`src/rtl/fetch_ctrl_pkg.sv`:
```
// fetch_ctrl_pkg: shared widths, PC constants and FSM state type for the fetch sequencer
package fetch_ctrl_pkg;
    localparam int XLEN = 32;
    localparam logic [XLEN-1:0] PC_STEP = XLEN'(4);
    localparam logic [XLEN-1:0] PC_ALIGN_MASK = {{(XLEN-2){1'b1}}, 2'b00};
    typedef enum logic [2:0] {S_IDLE, S_REQ, S_WAIT, S_HOLD, S_DRAIN} fetch_state_e;
endpackage

```
`src/rtl/fetch_ctrl_if.sv`:
```
// fetch_ctrl_if: control, imem request/response and ifq write signals of the fetch sequencer
interface fetch_ctrl_if;
    import fetch_ctrl_pkg::*;
    logic            fetch_en;
    logic            redirect_valid;
    logic [XLEN-1:0] redirect_pc;
    logic            imem_req_valid;
    logic            imem_req_ready;
    logic [XLEN-1:0] imem_req_addr;
    logic            imem_resp_valid;
    logic [XLEN-1:0] imem_resp_data;
    logic            ifq_wr_en;
    logic [XLEN-1:0] ifq_instr;
    logic [XLEN-1:0] ifq_pc;
    logic            ifq_flush;
    logic            ifq_full;
    logic [31:0]     fetch_count;
    modport master (
        input  fetch_en, redirect_valid, redirect_pc, imem_req_ready,
               imem_resp_valid, imem_resp_data, ifq_full,
        output imem_req_valid, imem_req_addr, ifq_wr_en, ifq_instr, ifq_pc,
               ifq_flush, fetch_count
    );
    modport slave (
        output fetch_en, redirect_valid, redirect_pc, imem_req_ready,
               imem_resp_valid, imem_resp_data, ifq_full,
        input  imem_req_valid, imem_req_addr, ifq_wr_en, ifq_instr, ifq_pc,
               ifq_flush, fetch_count
    );
endinterface

```
`src/rtl/fetch_ctrl.sv`:
```
// fetch_ctrl: single-outstanding instruction fetch sequencer feeding the ifq,
// with backpressure hold, redirect flush and stale-response draining
module fetch_ctrl
    import fetch_ctrl_pkg::*;
#(
    parameter logic [XLEN-1:0] RESET_PC = '0
) (
    input  logic          clk,
    input  logic          rst,
    fetch_ctrl_if.master  bus
);
    fetch_state_e    state_q, state_d, resume;
    logic [XLEN-1:0] pc_q, pc_d, req_pc_q, req_pc_d, hold_q, hold_d;
    logic [31:0]     count_q, count_d;
    logic            wr_en, in_flight;

    assign wr_en = !bus.redirect_valid && !bus.ifq_full &&
                   ((state_q == S_WAIT && bus.imem_resp_valid) || state_q == S_HOLD);
    assign resume = bus.fetch_en ? S_REQ : S_IDLE;
    // a request accepted this cycle, or one still awaiting its response, must be drained
    assign in_flight = ((state_q == S_WAIT || state_q == S_DRAIN) && !bus.imem_resp_valid) ||
                       (state_q == S_REQ && bus.imem_req_ready);

    always_comb begin
        state_d  = state_q;
        pc_d     = pc_q;
        req_pc_d = req_pc_q;
        hold_d   = hold_q;
        count_d  = count_q;
        if (bus.redirect_valid) begin
            pc_d    = bus.redirect_pc & PC_ALIGN_MASK;
            hold_d  = '0;
            state_d = in_flight ? S_DRAIN : resume;
        end else begin
            case (state_q)
                S_IDLE:  state_d = bus.fetch_en ? S_REQ : S_IDLE;
                S_REQ: begin
                    req_pc_d = bus.imem_req_ready ? pc_q : req_pc_q;
                    state_d  = bus.imem_req_ready ? S_WAIT : resume;
                end
                S_WAIT: begin
                    hold_d  = (bus.imem_resp_valid && bus.ifq_full) ? bus.imem_resp_data : hold_q;
                    state_d = !bus.imem_resp_valid ? S_WAIT : bus.ifq_full ? S_HOLD : resume;
                end
                S_HOLD:  state_d = bus.ifq_full ? S_HOLD : resume;
                S_DRAIN: state_d = bus.imem_resp_valid ? resume : S_DRAIN;
                default: state_d = S_IDLE;
            endcase
            if (wr_en) begin
                pc_d    = req_pc_q + PC_STEP;
                count_d = count_q + 32'd1;
            end
        end
    end

    always_ff @(posedge clk) begin
        if (rst) begin
            state_q  <= S_IDLE;
            pc_q     <= RESET_PC;
            req_pc_q <= '0;
            hold_q   <= '0;
            count_q  <= '0;
        end else begin
            state_q  <= state_d;
            pc_q     <= pc_d;
            req_pc_q <= req_pc_d;
            hold_q   <= hold_d;
            count_q  <= count_d;
        end
    end

    assign bus.imem_req_valid = state_q == S_REQ;
    assign bus.imem_req_addr  = pc_q;
    assign bus.ifq_wr_en      = wr_en;
    assign bus.ifq_instr      = !wr_en ? '0 : (state_q == S_HOLD) ? hold_q : bus.imem_resp_data;
    assign bus.ifq_pc         = wr_en ? req_pc_q : '0;
    assign bus.ifq_flush      = bus.redirect_valid;
    assign bus.fetch_count    = count_q;
endmodule

```
`src/flat_wrapper.sv`:
```
// flat-port wrapper written by rule: the top's interface ports become plain ports
module fetch_ctrl_flat import fetch_ctrl_pkg::*;
#(
    parameter logic [XLEN-1:0] RESET_PC = '0
)
  (clk, rst, bus_fetch_en, bus_redirect_valid, bus_redirect_pc, bus_imem_req_ready, bus_imem_resp_valid, bus_imem_resp_data, bus_ifq_full, bus_imem_req_valid, bus_imem_req_addr, bus_ifq_wr_en, bus_ifq_instr, bus_ifq_pc, bus_ifq_flush, bus_fetch_count);
  fetch_ctrl_if bus_i ();
  input  logic clk;
  input  logic rst;
  input wire logic [$bits(bus_i.fetch_en)-1:0] bus_fetch_en;
  input wire logic [$bits(bus_i.redirect_valid)-1:0] bus_redirect_valid;
  input wire logic [$bits(bus_i.redirect_pc)-1:0] bus_redirect_pc;
  input wire logic [$bits(bus_i.imem_req_ready)-1:0] bus_imem_req_ready;
  input wire logic [$bits(bus_i.imem_resp_valid)-1:0] bus_imem_resp_valid;
  input wire logic [$bits(bus_i.imem_resp_data)-1:0] bus_imem_resp_data;
  input wire logic [$bits(bus_i.ifq_full)-1:0] bus_ifq_full;
  output wire logic [$bits(bus_i.imem_req_valid)-1:0] bus_imem_req_valid;
  output wire logic [$bits(bus_i.imem_req_addr)-1:0] bus_imem_req_addr;
  output wire logic [$bits(bus_i.ifq_wr_en)-1:0] bus_ifq_wr_en;
  output wire logic [$bits(bus_i.ifq_instr)-1:0] bus_ifq_instr;
  output wire logic [$bits(bus_i.ifq_pc)-1:0] bus_ifq_pc;
  output wire logic [$bits(bus_i.ifq_flush)-1:0] bus_ifq_flush;
  output wire logic [$bits(bus_i.fetch_count)-1:0] bus_fetch_count;
  assign bus_i.fetch_en = bus_fetch_en;
  assign bus_i.redirect_valid = bus_redirect_valid;
  assign bus_i.redirect_pc = bus_redirect_pc;
  assign bus_i.imem_req_ready = bus_imem_req_ready;
  assign bus_i.imem_resp_valid = bus_imem_resp_valid;
  assign bus_i.imem_resp_data = bus_imem_resp_data;
  assign bus_i.ifq_full = bus_ifq_full;
  assign bus_imem_req_valid = bus_i.imem_req_valid;
  assign bus_imem_req_addr = bus_i.imem_req_addr;
  assign bus_ifq_wr_en = bus_i.ifq_wr_en;
  assign bus_ifq_instr = bus_i.ifq_instr;
  assign bus_ifq_pc = bus_i.ifq_pc;
  assign bus_ifq_flush = bus_i.ifq_flush;
  assign bus_fetch_count = bus_i.fetch_count;
  fetch_ctrl #(.RESET_PC(RESET_PC)) u_core (.clk(clk), .rst(rst), .bus(bus_i));
endmodule
```
`config.mk`:
```
export PLATFORM = sky130hd
export DESIGN_NAME = fetch_ctrl_flat
export DESIGN_NICKNAME = d
export VERILOG_FILES = /design/src/rtl/fetch_ctrl_pkg.sv /design/src/rtl/fetch_ctrl_if.sv /design/src/rtl/fetch_ctrl.sv /design/src/flat_wrapper.sv
export SDC_FILE = /design/constraint.sdc
export NUM_CORES = 1
export LEC_CHECK = 0
export BUFFER_PORTS_ARGS = -buffer_cell sky130_fd_sc_hd__buf_2
export CORE_MARGIN = 2
export CORE_UTILIZATION = 28
export DETAILED_ROUTE_END_ITERATION = 8
export GPL_TIMING_DRIVEN = 0
export REMOVE_ABC_BUFFERS = 1
export SETUP_SLACK_MARGIN = 0.15
export SYNTH_ARGS = -nofsm -noshare
export SYNTH_HDL_FRONTEND = slang
export SYNTH_SLANG_ARGS = --single-unit
```
`constraint.sdc`:
```
create_clock -name clk -period 6.5 [get_ports clk]
set_input_delay 1.3 -clock clk [delete_from_list [all_inputs] [get_ports clk]]
set_output_delay 1.3 -clock clk [all_outputs]
set_load 0.01 [all_outputs]
```
# Word level (Yosys, flattened, before mapping)

Cells that the tools add are included.

Shift operators: 0
Muxes and demuxes: 13
Add/sub/neg operators: 2
Bitwise logic cells: 1
Reductions and logical operators: 18
Equality and inequality tests: 4
$mul: 0
Div/mod/pow operators: 0
Order comparisons: 0

Operators by type and width:

| cell                                                                   | number |
|---|---|
| 32-bit 2-to-1 mux                                                      | 5 |
| 32-bit by 1-bit adder with 32-bit output (second input constant)       | 1 |
| 32-bit by 3-bit adder with 32-bit output (second input constant)       | 1 |
| 3-bit 2-to-1 mux                                                       | 6 |
| 3-bit one-hot mux with 5 select lines                                  | 1 |
| 3-bit by 2-bit equality test with 1-bit output (second input constant) | 2 |
| 1-bit logical AND                                                      | 6 |
| 2-bit AND reduction                                                    | 2 |
| 3-bit by 1-bit equality test with 1-bit output (second input constant) | 1 |
| 3-bit equality test (second input constant)                            | 1 |
| 1-bit zero test                                                        | 3 |
| 3-bit zero test                                                        | 1 |
| 1-bit logical OR                                                       | 3 |
| 3-bit AND reduction                                                    | 1 |
| 2-bit nonzero test                                                     | 1 |
| 2-bit OR reduction                                                     | 1 |
| 1-bit 2-to-1 mux                                                       | 1 |
| 1-bit inverter                                                         | 1 |

Latch bits: 0
Flip-flop bits (word level): 131
Word-level logic and storage cells: 44
Input bits: 71
Memory bits (writable): 0
Memories: 0
Output and inout port bits: 131
ROM bits: 0

# Logic depth before layout (Yosys ltp)

Depth after elaboration: 6
Mapped depth: 9
Depth with buffers taken out: 6

# Worst setup path after synthesis

No wires, ideal clock.

Kind: input to output
Start point: input port bus_ifq_full
End point: output port bus_ifq_pc[21]
Arrival: 2778 ps
Stages on the path: 7
Path slack: 2422 ps
Path buffers: 3
Data required time: 5200 ps
Path through: o21bai_1 or3_1 buf_2 inv_2 buf_2 clkbuf_1 and2_1

Cells in the longest elaborated chain, start to end: 4

Ends and longest elaborated chain:

| what                           | RTL line           | RTL |
|---|---|---|
| start: declaration             | flat_wrapper.sv:16 | `input wire logic [$bits(bus_i.ifq_full)-1:0] bus_ifq_full;` |
| 1-bit zero test                | fetch_ctrl.sv:17   | `assign wr_en = !bus.redirect_valid && !bus.ifq_full &&` |
| 1-bit logical AND (2 in a row) | fetch_ctrl.sv:17   |  |
| net bus_ifq_wr_en              | flat_wrapper.sv:19 | `output wire logic [$bits(bus_i.ifq_wr_en)-1:0] bus_ifq_wr_en;` |
| 32-bit 2-to-1 mux              | fetch_ctrl.sv:76   | `assign bus.ifq_pc = wr_en ? req_pc_q : '0;` |
| end: declaration               | flat_wrapper.sv:21 | `output wire logic [$bits(bus_i.ifq_pc)-1:0] bus_ifq_pc;` |

The timed path passes the listed nets, and every way through them passes these cells.

# Worst setup path after layout

Start point: input port bus_redirect_valid
End point: output port bus_ifq_pc[1]

Cells in the longest elaborated chain, start to end: 4

Ends and longest elaborated chain:

| what                           | RTL line           | RTL |
|---|---|---|
| start: declaration             | flat_wrapper.sv:11 | `input wire logic [$bits(bus_i.redirect_valid)-1:0] bus_redirect_valid;` |
| 1-bit zero test                | fetch_ctrl.sv:17   |  |
| 1-bit logical AND (2 in a row) | fetch_ctrl.sv:17   |  |
| 32-bit 2-to-1 mux              | fetch_ctrl.sv:76   |  |

No other way between the ends.

==> results.yml <==
timing:
  max_slew_margin_pct: 16.42
  fin_worst_skew_ns: 0.007696
  hold_viol: 0
  holdWs_ns: 0.4527
  report.final.slew_viol_count: 0
  max_freq_mhz: 194.2
  worst_pin_slew_ns: 1.254
  setup_viol: 0
  grt_setup_unrepaired: "no"
  fin_crit_sh_pct: 79.22
  final.setup.tns_ns: 0
  fin_ws_ns: 1.351
  fin_crit_ns: 5.149
power:
  p_per_area_nw_per_um2: 238.0
  ir_drop_uv: 143.2
  total_power_mw: 1.995
  power_leakage_nw: 3.376
critical_path:
  path_cells: "buf_2, or3_2, inv_2, nand2_1, inv_1, buf_2"
  rr_startpoint: "u_core.state_q[0]"
  rr_worst_depth: 6
  crit_path_frequent_cell: "buf_2"
  arrival_ns: 3.85
  reg2reg_slack_ns: 3.38
  worstPathRequired_ns: 5.20
  crit_path_start_kind: "input port"
  cp_slowest_stage_delay_ns: 0.81
  crit_slowest_cell: "inv_2"
  critPathKind: "input port to primary output"
  crit_path_max_fanout: 66
  r2r-end: "u_core.bus.imem_req_addr[6]"
  crit_path_end_kind: "primary output"
global_route:
  top_usage_layer: "met2"
  grt_pass1_vias: 5988
  overflow: 0
  grtUsageMet3_pct: 3.331
  grt_use_met2_pct: 26.62
  grt_usage_pct: 16.08
  grt_max_degree: 67
  grt_first_pass_wirelength_mm: 31.53
  use_met1_pct: 21.03
  antenna_found_initial: 2
final_layout:
  utilization_pct: 36.04
  finalNetCount: 1105
  area_growth_pct: 27.47
  nFillCells: 2519
  fin_cells: 1365
  drive_gt1_share_pct: 24.23
  fin_area_um2: 8383
cts:
  numCtsBuffers: 17
  root_buffer: "clkbuf_16"
  cts_setup_buffers: 0
  clk_latency_ns: 0.41
  postCtsResizedCells: 0
  max-clock-path-buffers: 2
  clkSinkCount: 131
  cts-hold-fix-buffers: 0
  htreeDepth: 4
  cts_tree: "done"
  clk_pin_slew_worst_paths_ns: 0.05
routing:
  via_per_inst: 4.829
  post_drt_wl_per_cell_um: 14.80
  antenna_left: 0
  finalWirelength_mm: 20.20
  first_iter_violations: 388
  drc: 0
  drtPass1Iterations: 4
  vias: 6591
run:
  maxCapViolCount: 0
yosys:
  ys_ff_latch: 131
  yosysUniqueCellTypes: 59
  ys.flop_type: "dfxtp_1"
  synth_top_cell_area_share_pct: 39.88
  ys_seq_area_share_pct: 39.88
  synth-async-reset-ratio_pct: 0
  synth.area.top_cells: "dfxtp_1 40%, nand2_1 13%, a21oi_1 10%"
  synth_edf_count: 0
  synth_warnings: 0
  syn_inst: 880
  yosys.area.top_type: "dfxtp_1"
  syn-cell-area_um2: 6576
  syn_area_per_cell_um2: 7.473
floorplan:
  core_um2: 23260
  start_util_pct: 28.27
  rows: 56
  io_pins: 202
  die-area_um2: 24730
  die_h_um: 157.3
  die_w_um: 157.3
placed_design:
  detailed_place.area_um2: 7729
  dp.cells: 1332
  hpwl_mm: 13.25
  io_buffers: 199
  post-place-ws_ns: 1.327
  gp_congestion: 0.7814
hold_path:
  hold_depth: 2
  holdPathEnd: "u_core.hold_q[2]"
  hold_path_startpoint: "u_core.hold_q[2]"
  hp-class: "flop to flop"
status:
  status: "complete, no violations"
[worst max-delay path by stage]
stage,cells past startpoint,startpoint,endpoint
4_1_cts,6,bus_redirect_valid,bus_ifq_pc[1]
6_report,6,bus_redirect_valid,bus_ifq_pc[1]
5_1_grt,6,bus_redirect_valid,bus_ifq_pc[1]
3_3_place_gp,5,bus_redirect_valid,bus_ifq_pc[9]
2_1_floorplan,4,bus_imem_resp_valid,bus_ifq_pc[9]
3_5_place_dp,6,bus_redirect_valid,bus_ifq_pc[1]
[sequential cells by signal (all words and copies together), names as in the netlist]
register / flops
u_core.bus.fetch_count: 32
u_core.state_q: 3
u_core.hold_q: 32
u_core.req_pc_q: 32
u_core.bus.imem_req_addr: 32
[cells in the mapped netlist (3+ instances only)]
cell and instances:
nor3_1 13, o31a_2 3, buf_2 8, or4_1 4
xnor2_1 25, o21a_1 3, and3_1 8, nand2_1 228
nand4_1 14, nand2b_1 3, buf_1 8, a221oi_1 3
xor2_1 21, o21ai_0 12, nor3b_1 19, o22ai_1 10
nor2b_1 3, inv_1 9, clkbuf_1 46, and2_1 32
nor4_1 11, and4_1 9, a22oi_1 7, a21oi_1 134
nor2_1 47, buf_6 3, dfxtp_1 131, nand3_1 23
a31oi_1 3
[layout by cell type (no fill, tap or decap), types with 10 or more instances in the layout]
master,synthesis,routed
o21ai_0,12,12
nor3_1,13,12
nand4_1,14,14
nor2_1,47,47
nor4_1,11,11
o22ai_1,10,10
buf_2,8,198
nand3_1,23,23
nand2_1,228,227
a21oi_1,134,134
dfxtp_1,131,131
nor3b_1,19,19
xor2_1,21,21
clkbuf_16,0,17
and2_1,32,31
xnor2_1,25,25
[critical path, delay by kind of cell]
kind / cells / cell delay (ns)
simple gates: 2 / 0.95
buf+inv: 4 / 1.53
[metal layers]
layer / vias up / wire length (µm) / share of wire [%]
li1: 3312 / - / -
met3: 19 / 821 / 4.1
met1: 3116 / 9470 / 47
met5: - / 0 / 0
met2: 144 / 9649 / 48
met4: 0 / 263 / 1.3
[cells by family (layout without fill, tap and decap cells)]
family	count (synthesis)	count (layout)	share of synthesized area [%]
flip-flops	131	131	39.88
AND/OR/NAND/NOR	431	431	31.77
buffers and inverters	80	244	5.613
adder cells (fa/ha/maj)	2	2	0.3805
other	0	2	0
multiplexers	1	1	0.1522
XOR/XNOR	46	46	6.126
AO/OA/AOI/OAI	189	189	16.08
[power by group]
part	internal [mW]	leakage (nW)	switching, mW
Sequential	0.815	1.06	0.0116
Combinational	0.0423	2.00	0.0611
Clock	0.690	0.316	0.375
[area by class of cell]
type                            instances  area (µm²)  share of cell area [%]
Timing Repair Buffer                  203        1069                   12.75
Inverter                               10       37.54                  0.4478
Clock inverter                         13       207.7                   2.478
Clock buffer                           18       439.2                   5.239
Multi-Input combinational cell        669        3603                   42.99
Tap cell                              319       399.1                   4.761
Antenna cell                            2       5.005                 0.05970
Sequential cell                       131        2623                   31.28
Note: power is estimated with default switching activity, not from simulation.
